==> src/rtl/mc_pkg.sv <==
// ---------------------------------------------------------------------------
// mc_pkg
// Shared definitions for the two-port memory arbiter:
//   state_t            arbiter FSM state encoding (IDLE / OWN0 / OWN1)
//   PORT0 / PORT1      port index constants used for winner and last-served
//   MAX_BURST_DEFAULT  default burst limit under contention
//   cntWidth()         width of a counter able to hold 0 .. maxBurst-1
// ---------------------------------------------------------------------------
package mc_pkg;

    typedef enum logic [1:0] {
        IDLE = 2'd0,
        OWN0 = 2'd1,
        OWN1 = 2'd2
    } state_t;

    localparam logic PORT0 = 1'b0;
    localparam logic PORT1 = 1'b1;

    localparam int MAX_BURST_DEFAULT = 4;

    function automatic int cntWidth(input int maxBurst);
        return (maxBurst > 1) ? $clog2(maxBurst) : 1;
    endfunction

endpackage

==> src/rtl/mem_arbiter_arb_pick.sv <==
// ---------------------------------------------------------------------------
// arb_pick
// Winner selection for the arbiter's IDLE state.
// Configuration macro: ARB_ROUND_ROBIN_EN
//   defined   -> simultaneous requests go to the port that was not last served
//   undefined -> simultaneous requests always go to port 0
// Ports:
//   i_req0, i_req1  request lines of port 0 / port 1
//   i_last          last-served port index (PORT0 / PORT1)
//   o_win           selected port index; only meaningful when a request is up
// ---------------------------------------------------------------------------
module arb_pick
    import mc_pkg::*;
(
    input  logic i_req0,
    input  logic i_req1,
    input  logic i_last,
    output logic o_win
);

`ifndef ARB_ROUND_ROBIN_EN
    // Last-served only matters for round-robin; keep it visibly consumed.
    logic w_unusedLast;
    assign w_unusedLast = i_last;
`endif

    always_comb begin
        o_win = PORT0;
        if (i_req0 && i_req1) begin
`ifdef ARB_ROUND_ROBIN_EN
            o_win = (i_last == PORT0) ? PORT1 : PORT0;
`else
            o_win = PORT0;
`endif
        end else if (i_req1) begin
            o_win = PORT1;
        end
    end

endmodule

==> src/rtl/mem_arbiter.sv <==
// ---------------------------------------------------------------------------
// mem_arbiter
// Two-port arbiter in front of a single-port memory with combinational read.
// Port 0 is the core, port 1 the loader/DMA. A port that owns the memory is
// served every cycle it requests; under contention ownership rotates after
// MAX_BURST grants.
// Configuration macro: ARB_ROUND_ROBIN_EN (see arb_pick).
// Ports:
//   clk, rst (async, active-low)
//   req0/1, we0/1, addr0/1, wdata0/1   per-port request (held until gnt)
//   gnt0/1                             access performed this cycle
//   rdata0/1, rvalid0/1                registered read data, one-cycle valid
//   mem_a, mem_wd, mem_we, mem_rd      shared memory interface
// ---------------------------------------------------------------------------
module mem_arbiter
    import mc_pkg::*;
#(
    parameter int MAX_BURST = MAX_BURST_DEFAULT,
    parameter int AW        = 32,
    parameter int DW        = 32
) (
    input  logic          clk,
    input  logic          rst,
    input  logic          req0,
    input  logic          req1,
    input  logic          we0,
    input  logic          we1,
    input  logic [AW-1:0] addr0,
    input  logic [AW-1:0] addr1,
    input  logic [DW-1:0] wdata0,
    input  logic [DW-1:0] wdata1,
    output logic          gnt0,
    output logic          gnt1,
    output logic [DW-1:0] rdata0,
    output logic [DW-1:0] rdata1,
    output logic          rvalid0,
    output logic          rvalid1,
    output logic [AW-1:0] mem_a,
    output logic [DW-1:0] mem_wd,
    output logic          mem_we,
    input  logic [DW-1:0] mem_rd
);

    localparam int            CW        = cntWidth(MAX_BURST);
    localparam logic [CW-1:0] LAST_BEAT = CW'(MAX_BURST - 1);

    state_t        r_state;
    state_t        w_nextState;
    logic [CW-1:0] r_cnt;
    logic [CW-1:0] w_nextCnt;
    logic          r_last;
    logic          w_nextLast;
    logic          w_win;

    arb_pick u_pick (
        .i_req0 (req0),
        .i_req1 (req1),
        .i_last (r_last),
        .o_win  (w_win)
    );

    // State register together with burst counter and last-served pointer.
    always_ff @(posedge clk or negedge rst) begin
        if (!rst) begin
            r_state <= IDLE;
            r_cnt   <= '0;
            r_last  <= PORT1;
        end else begin
            r_state <= w_nextState;
            r_cnt   <= w_nextCnt;
            r_last  <= w_nextLast;
        end
    end

    // Next-state logic. In OWNX a high reqX is a grant, so reaching the last
    // beat with reqX high is the "limit reached on a grant" condition. When
    // the other port is idle the owner simply restarts its count and stays.
    always_comb begin
        w_nextState = r_state;
        w_nextCnt   = r_cnt;
        w_nextLast  = r_last;
        case (r_state)
            IDLE: begin
                if (req0 || req1) begin
                    w_nextState = (w_win == PORT1) ? OWN1 : OWN0;
                end
            end
            OWN0: begin
                if (!req0 || (r_cnt == LAST_BEAT)) begin
                    if (req1) begin
                        w_nextState = OWN1;
                    end else if (req0) begin
                        w_nextCnt = '0;
                    end else begin
                        w_nextState = IDLE;
                    end
                end else begin
                    w_nextCnt = r_cnt + 1'b1;
                end
            end
            OWN1: begin
                if (!req1 || (r_cnt == LAST_BEAT)) begin
                    if (req0) begin
                        w_nextState = OWN0;
                    end else if (req1) begin
                        w_nextCnt = '0;
                    end else begin
                        w_nextState = IDLE;
                    end
                end else begin
                    w_nextCnt = r_cnt + 1'b1;
                end
            end
            default: begin
                w_nextState = IDLE;
            end
        endcase

        if (w_nextState != r_state) begin
            w_nextCnt = '0;
            if (w_nextState == OWN0) begin
                w_nextLast = PORT0;
            end else if (w_nextState == OWN1) begin
                w_nextLast = PORT1;
            end
        end
    end

    // Grants and memory mux; everything follows the state register, so an
    // asynchronous reset drops a write in flight immediately.
    always_comb begin
        gnt0   = (r_state == OWN0) && req0;
        gnt1   = (r_state == OWN1) && req1;
        mem_a  = '0;
        mem_wd = '0;
        mem_we = 1'b0;
        if (gnt0) begin
            mem_a  = addr0;
            mem_wd = wdata0;
            mem_we = we0;
        end else if (gnt1) begin
            mem_a  = addr1;
            mem_wd = wdata1;
            mem_we = we1;
        end
    end

    // Read return path: capture at the end of the grant cycle, valid next cycle.
    always_ff @(posedge clk or negedge rst) begin
        if (!rst) begin
            rdata0  <= '0;
            rdata1  <= '0;
            rvalid0 <= 1'b0;
            rvalid1 <= 1'b0;
        end else begin
            rvalid0 <= gnt0 && !we0;
            rvalid1 <= gnt1 && !we1;
            if (gnt0 && !we0) begin
                rdata0 <= mem_rd;
            end
            if (gnt1 && !we1) begin
                rdata1 <= mem_rd;
            end
        end
    end

endmodule

==> config.mk <==
export PLATFORM = sky130hd
export DESIGN_NAME = mem_arbiter
export DESIGN_NICKNAME = d
export VERILOG_FILES = /design/src/rtl/mc_pkg.sv /design/src/rtl/mem_arbiter_arb_pick.sv /design/src/rtl/mem_arbiter.sv
export SDC_FILE = /design/constraint.sdc
export NUM_CORES = 1
export LEC_CHECK = 0
export ABC_AREA = 1
export BUFFER_PORTS_ARGS = -buffer_cell sky130_fd_sc_hd__buf_2
export CORE_AREA = 10 10 108 110
export CTS_BUF_LIST = sky130_fd_sc_hd__clkbuf_8
export DETAILED_ROUTE_END_ITERATION = 12
export DIE_AREA = 0 0 118 120
export PLACE_DENSITY_LB_ADDON = 0.05
export SETUP_SLACK_MARGIN = 0.1
export SYNTH_ARGS = -nofsm -noshare
export SYNTH_HDL_FRONTEND = slang
export SYNTH_SLANG_ARGS = --single-unit
==> constraint.sdc <==
create_clock -name clk -period 1.45 [get_ports clk]
set_input_delay 0.145 -clock clk [delete_from_list [all_inputs] [get_ports clk]]
set_output_delay 0.145 -clock clk [all_outputs]
set_load 0.1 [all_outputs]
; Word-level counts from Yosys, hierarchy flattened
; Cells that the tools add are included.
[totals]
register_bits = 70
output_inout_bits = 133
elab_cells = 55
[op_classes]
add_sub_neg = 1
eq_ne = 8
muxes = 25
reduce_logical = 15
[ops]
columns = op, n
row1 = 2-to-1 mux 32 bit, 4
row2 = 2-to-1 mux 2 bit, 15
row3 = "inequality test 4 bit, second input constant", 4
row4 = case mux 2 bit (3 select lines), 1
row5 = logical AND 1 bit, 5
row6 = AND reduction 5 bit, 1
row7 = "equality test 2 bit, second input constant", 2
row8 = logical NOT 1 bit, 4
row9 = 2-to-1 mux 1 bit, 4
row10 = case mux 2 bit (2 select lines), 1
row11 = logical OR 1 bit, 3
row12 = nonzero test 3 bit, 1
row13 = "adder 2 x 1 -> 2 bit, second input constant", 1
row14 = "equality test 2 x 1 -> 1 bit, second input constant", 1
row15 = logical NOT 2 bit, 1
row16 = inequality test 2 bit, 1

; Logic depth before layout (Yosys ltp)
[logic_depth]
depth_word = 8
ltp_mapped = 11
mapped_depth_nobuf = 11

; Hierarchy
; Synthesis repeated with hierarchy kept, for this count alone.
[unflattened]
cells_unflattened = 382
hier_area_um2 = 3783.6
[by_module_without_submodules]
columns = mod, n_inst, cells_each, area_per_inst_um2, seq_area_each_um2
row1 = mem_arbiter, 1, 380, 3773.6, 1778.0
row2 = arb_pick, 1, 2, 10.0, 0.0

; Worst setup path after synthesis
; No wires, ideal clock.
[synth_path]
path_type = register to output
startpoint = reg r_state[0]
endpoint = out mem_we
t_arrival_ns = 2.766
required_ns = 1.305
slack_ns = -1.461
stages_incl_launch_ff = 7
path_cell_list = dfrtp_1 > inv_2 > nand2_2 > nor2_4 > buf_2 > nand2_1 > a21oi_1
[synth_via]
elab_chain_cells = 4
[synth_rtl]
columns = element, line_no
row1 = start: declaration, mem_arbiter.sv:47  ; state_t r_state;
row2 = start signal: assignment, mem_arbiter.sv:69  ; r_state <= w_nextState;
row3 = equality test 2 bit, mem_arbiter.sv:133  ; gnt1 = (r_state == OWN1) && req1;
row4 = logical AND 1 bit, mem_arbiter.sv:133
row5 = named net gnt1, mem_arbiter.sv:33  ; output logic gnt1,
row6 = 2-to-1 mux 1 bit, mem_arbiter.sv:141  ; end else if (gnt1) begin
row7 = 2-to-1 mux 1 bit, mem_arbiter.sv:137  ; if (gnt0) begin
row8 = end: declaration, mem_arbiter.sv:40  ; output logic mem_we,
; The timed path passes the listed nets, and every way through them passes these cells.

; Worst setup path after layout
[layout_path]
startpoint = reg r_state[1]
endpoint = out mem_wd[12]
[layout_via]
elab_chain_cells = 4
[layout_rtl]
columns = element, line_no
row1 = equality test 2 bit, mem_arbiter.sv:133
row2 = logical AND 1 bit, mem_arbiter.sv:133
row3 = 2-to-1 mux 32 bit, mem_arbiter.sv:141
row4 = 2-to-1 mux 32 bit (*), mem_arbiter.sv:137
row5 = end: declaration, mem_arbiter.sv:39  ; output logic [DW-1:0] mem_wd,
; Mark *: on every way between the ends. The rest lies on a longest branch, timed or not.

==> metrics.txt <==
Detailed Route WL=20.8 mm; worst-case vdd ir drop=2.36 mV; number of vias per cell=5.15; full die area=14200 µm²; Final WS setup=-0.424 ns; largest net degree at the start of global routing=71; fin area=7810 µm²; Final nets=873; Syn Inst Count=367; crit path time final=1.87 ns; most frequent cells in the layout=buf_2, buf_12, dfrtp_1, a22o_4, nand2_1; remaining antenna violation count=0; Net Count, Synth=534; GPL Wtd Cong=0.898; RSZ-0062 raised after global routing=yes; reg2reg end=rdata0[18]; PwrDens=2420 nW/µm²; total clock sinks=70; clk_skew=0.00542 ns; Pwr Total=18.9 mW; Max Cap Viol=0; Crit. Startpoint=r_state[1]; sequential-to-total area share from yosys stat=0.496; final setup vio count=133; f_max=534 MHz; mapped cell area=3530 µm²; worst reg2reg path startpoint=r_state[1]; first-pass GRT wire length=29.3 mm; die width=118 µm; leakage power=4.17 nW; H-tree levels=3; worst hold path type=in2reg; failing checks=negative setup slack; IO Pins=299; Worst setup endpoint=mem_wd[12]; vias in the first global route=4547; Slew @ Worst Pin=0.549 ns; post-place setup slack=-0.0918 ns; most common cell after layout, fill and taps aside=buf_2; critical path type=reg2out; initial antenna violation count=9; grt ovf=0; Slew Viols, Final=0; clk_lat worst skew=0.34 ns; DR vias=4379; final hold viol count=0; post-synthesis cell type count=22; r2r setup slk=-0.42 ns; share of post-route cells with drive strength above 1=0.717; Worst Reg-to-Reg Cells=11; Setup TNS=-46.78 ns; CP Capture Type=output port; relative slew slack=0.636; Crit path arrival time=1.73 ns; First DRT Iteration DRCs=424; Final period util=1.29; first-pass iteration count of the detailed router=6; status=finished, violations left; routed len/inst=24.5 µm; Setup crit start kind=flop; Mean Syn Cell Area=9.62 µm²; synth-to-layout area growth=121%; core area=9550 µm²; detailed placement HPWL=15.4 mm; clock-pin slew on the worst setup and hold paths=0.08 ns; clock tree buffer depth=2; CTS buffer count=9; die height=120 µm; Buffers on Ports=298; Placed Area=6850 µm²; crit path max fanout=7; CTS root buf=clkbuf_8; Ys Warns=0; worst endpoint required time=1.31 ns; All-Layer GR Usage=0.267; post-synth top area share=0.496; CTS tree=yes; Area contributors post-synth=dfrtp_1, a22o_1, nand2_1, o21ai_2, o21ai_1; synthesized flop and latch total=70; Post-route DRC=0; Initial Utilization=0.370; Synth area leader=dfrtp_1; Rows=36
==> cells in the mapped netlist (all sizes together) <==
cell and count:
nand2 81, buf 25, inv 44, a21oi 3, o21ai 65, ha 1, nand3 2, dfrtp 70
a22o 64, nor2 5, o21bai 1, mux2 1, clkbuf 1, nand4 3, nor3 1
==> state kept, by name, indices dropped and copies added, names as in the netlist <==
| signal | count |
|---|---|
| rdata1 | 32 |
| rvalid1 | 1 |
| r_cnt | 2 |
| rvalid0 | 1 |
| rdata0 | 32 |
| r_state | 2 |
==> through the flow <==
step,std cells,util,hold slack (ns)
after detailed placement,795,0.718,0.194
final,850,0.818,0.0571
after global placement,795,0.718,0.192
after CTS,826,0.783,0.0284
after global routing,845,0.817,0.0554
after floorplan,367,-,-0.151
==> worst max-delay path, stage by stage, from the launching register on <==
cell and delay, ns:
dfrtp_2 0.44, nor3_4 0.29, buf_6 0.19, clkbuf_16 0.16, a22o_4 0.13, buf_12 0.17
==> layout make-up <==
| cell class | instances | area [µm²] |
|---|---|---|
| repair buffers | 354 | 3430 |
| flip-flops and latches | 70 | 1750 |
| clock inverters | 4 | 47.5 |
| inverters | 44 | 183 |
| well taps | 133 | 166 |
| multi-input cells | 227 | 2070 |
| clock buffers | 11 | 151 |
| diodes | 7 | 17.5 |
| fillers | 589 | 1740 |
==> metal layers <==
layer  track usage  vias up  wire, µm
met1         0.276     2151      7190
met3         0.116       41      2080
met2         0.477      233     11000
met4        0.0889        8       541
li1              -     1946         -
met5             0        -        58
==> logic make-up after synthesis <==
family / after synthesis / synth area share
buffers and inverters: 70 / 0.0943
flip-flops: 70 / 0.496
adder cells (fa/ha/maj): 1 / 0.00354
multiplexers: 1 / 0.00319
AO/OA/AOI/OAI: 133 / 0.291
AND/OR/NAND/NOR: 92 / 0.111
==> power breakdown <==
part	total, mW	internal [mW]	switching (mW)
clock	1.62	0.874	0.745
sequential	3.44	2.85	0.592
combinational	13.9	3.22	10.7
total	18.9	6.94	12.0
==> worst min path at each step <==
stage	startpoint	to	slack (ns)	depth (start not counted)
CTS	we1	rvalid1	0.03	2
finish	mem_rd[3]	rdata1[3]	0.06	3
floorplan	rst	r_cnt[0]	-0.15	0
global placement	rst	rdata0[9]	0.19	2
detailed placement	rst	rdata0[9]	0.19	2
global route	mem_rd[7]	rdata1[7]	0.06	3
==> timing repair <==
| action | in CTS | in global routing |
|---|---|---|
| hold buffers | 1 | 0 |
| gates cloned | 8 | 7 |
| hold endpoints to repair | 70 | 0 |
| gates resized for setup | 47 | 19 |
| pin swaps | 0 | 3 |
| setup endpoints to repair | 122 | 137 |
| setup buffers | 7 | 10 |
Power figures use the tool's default switching activity.
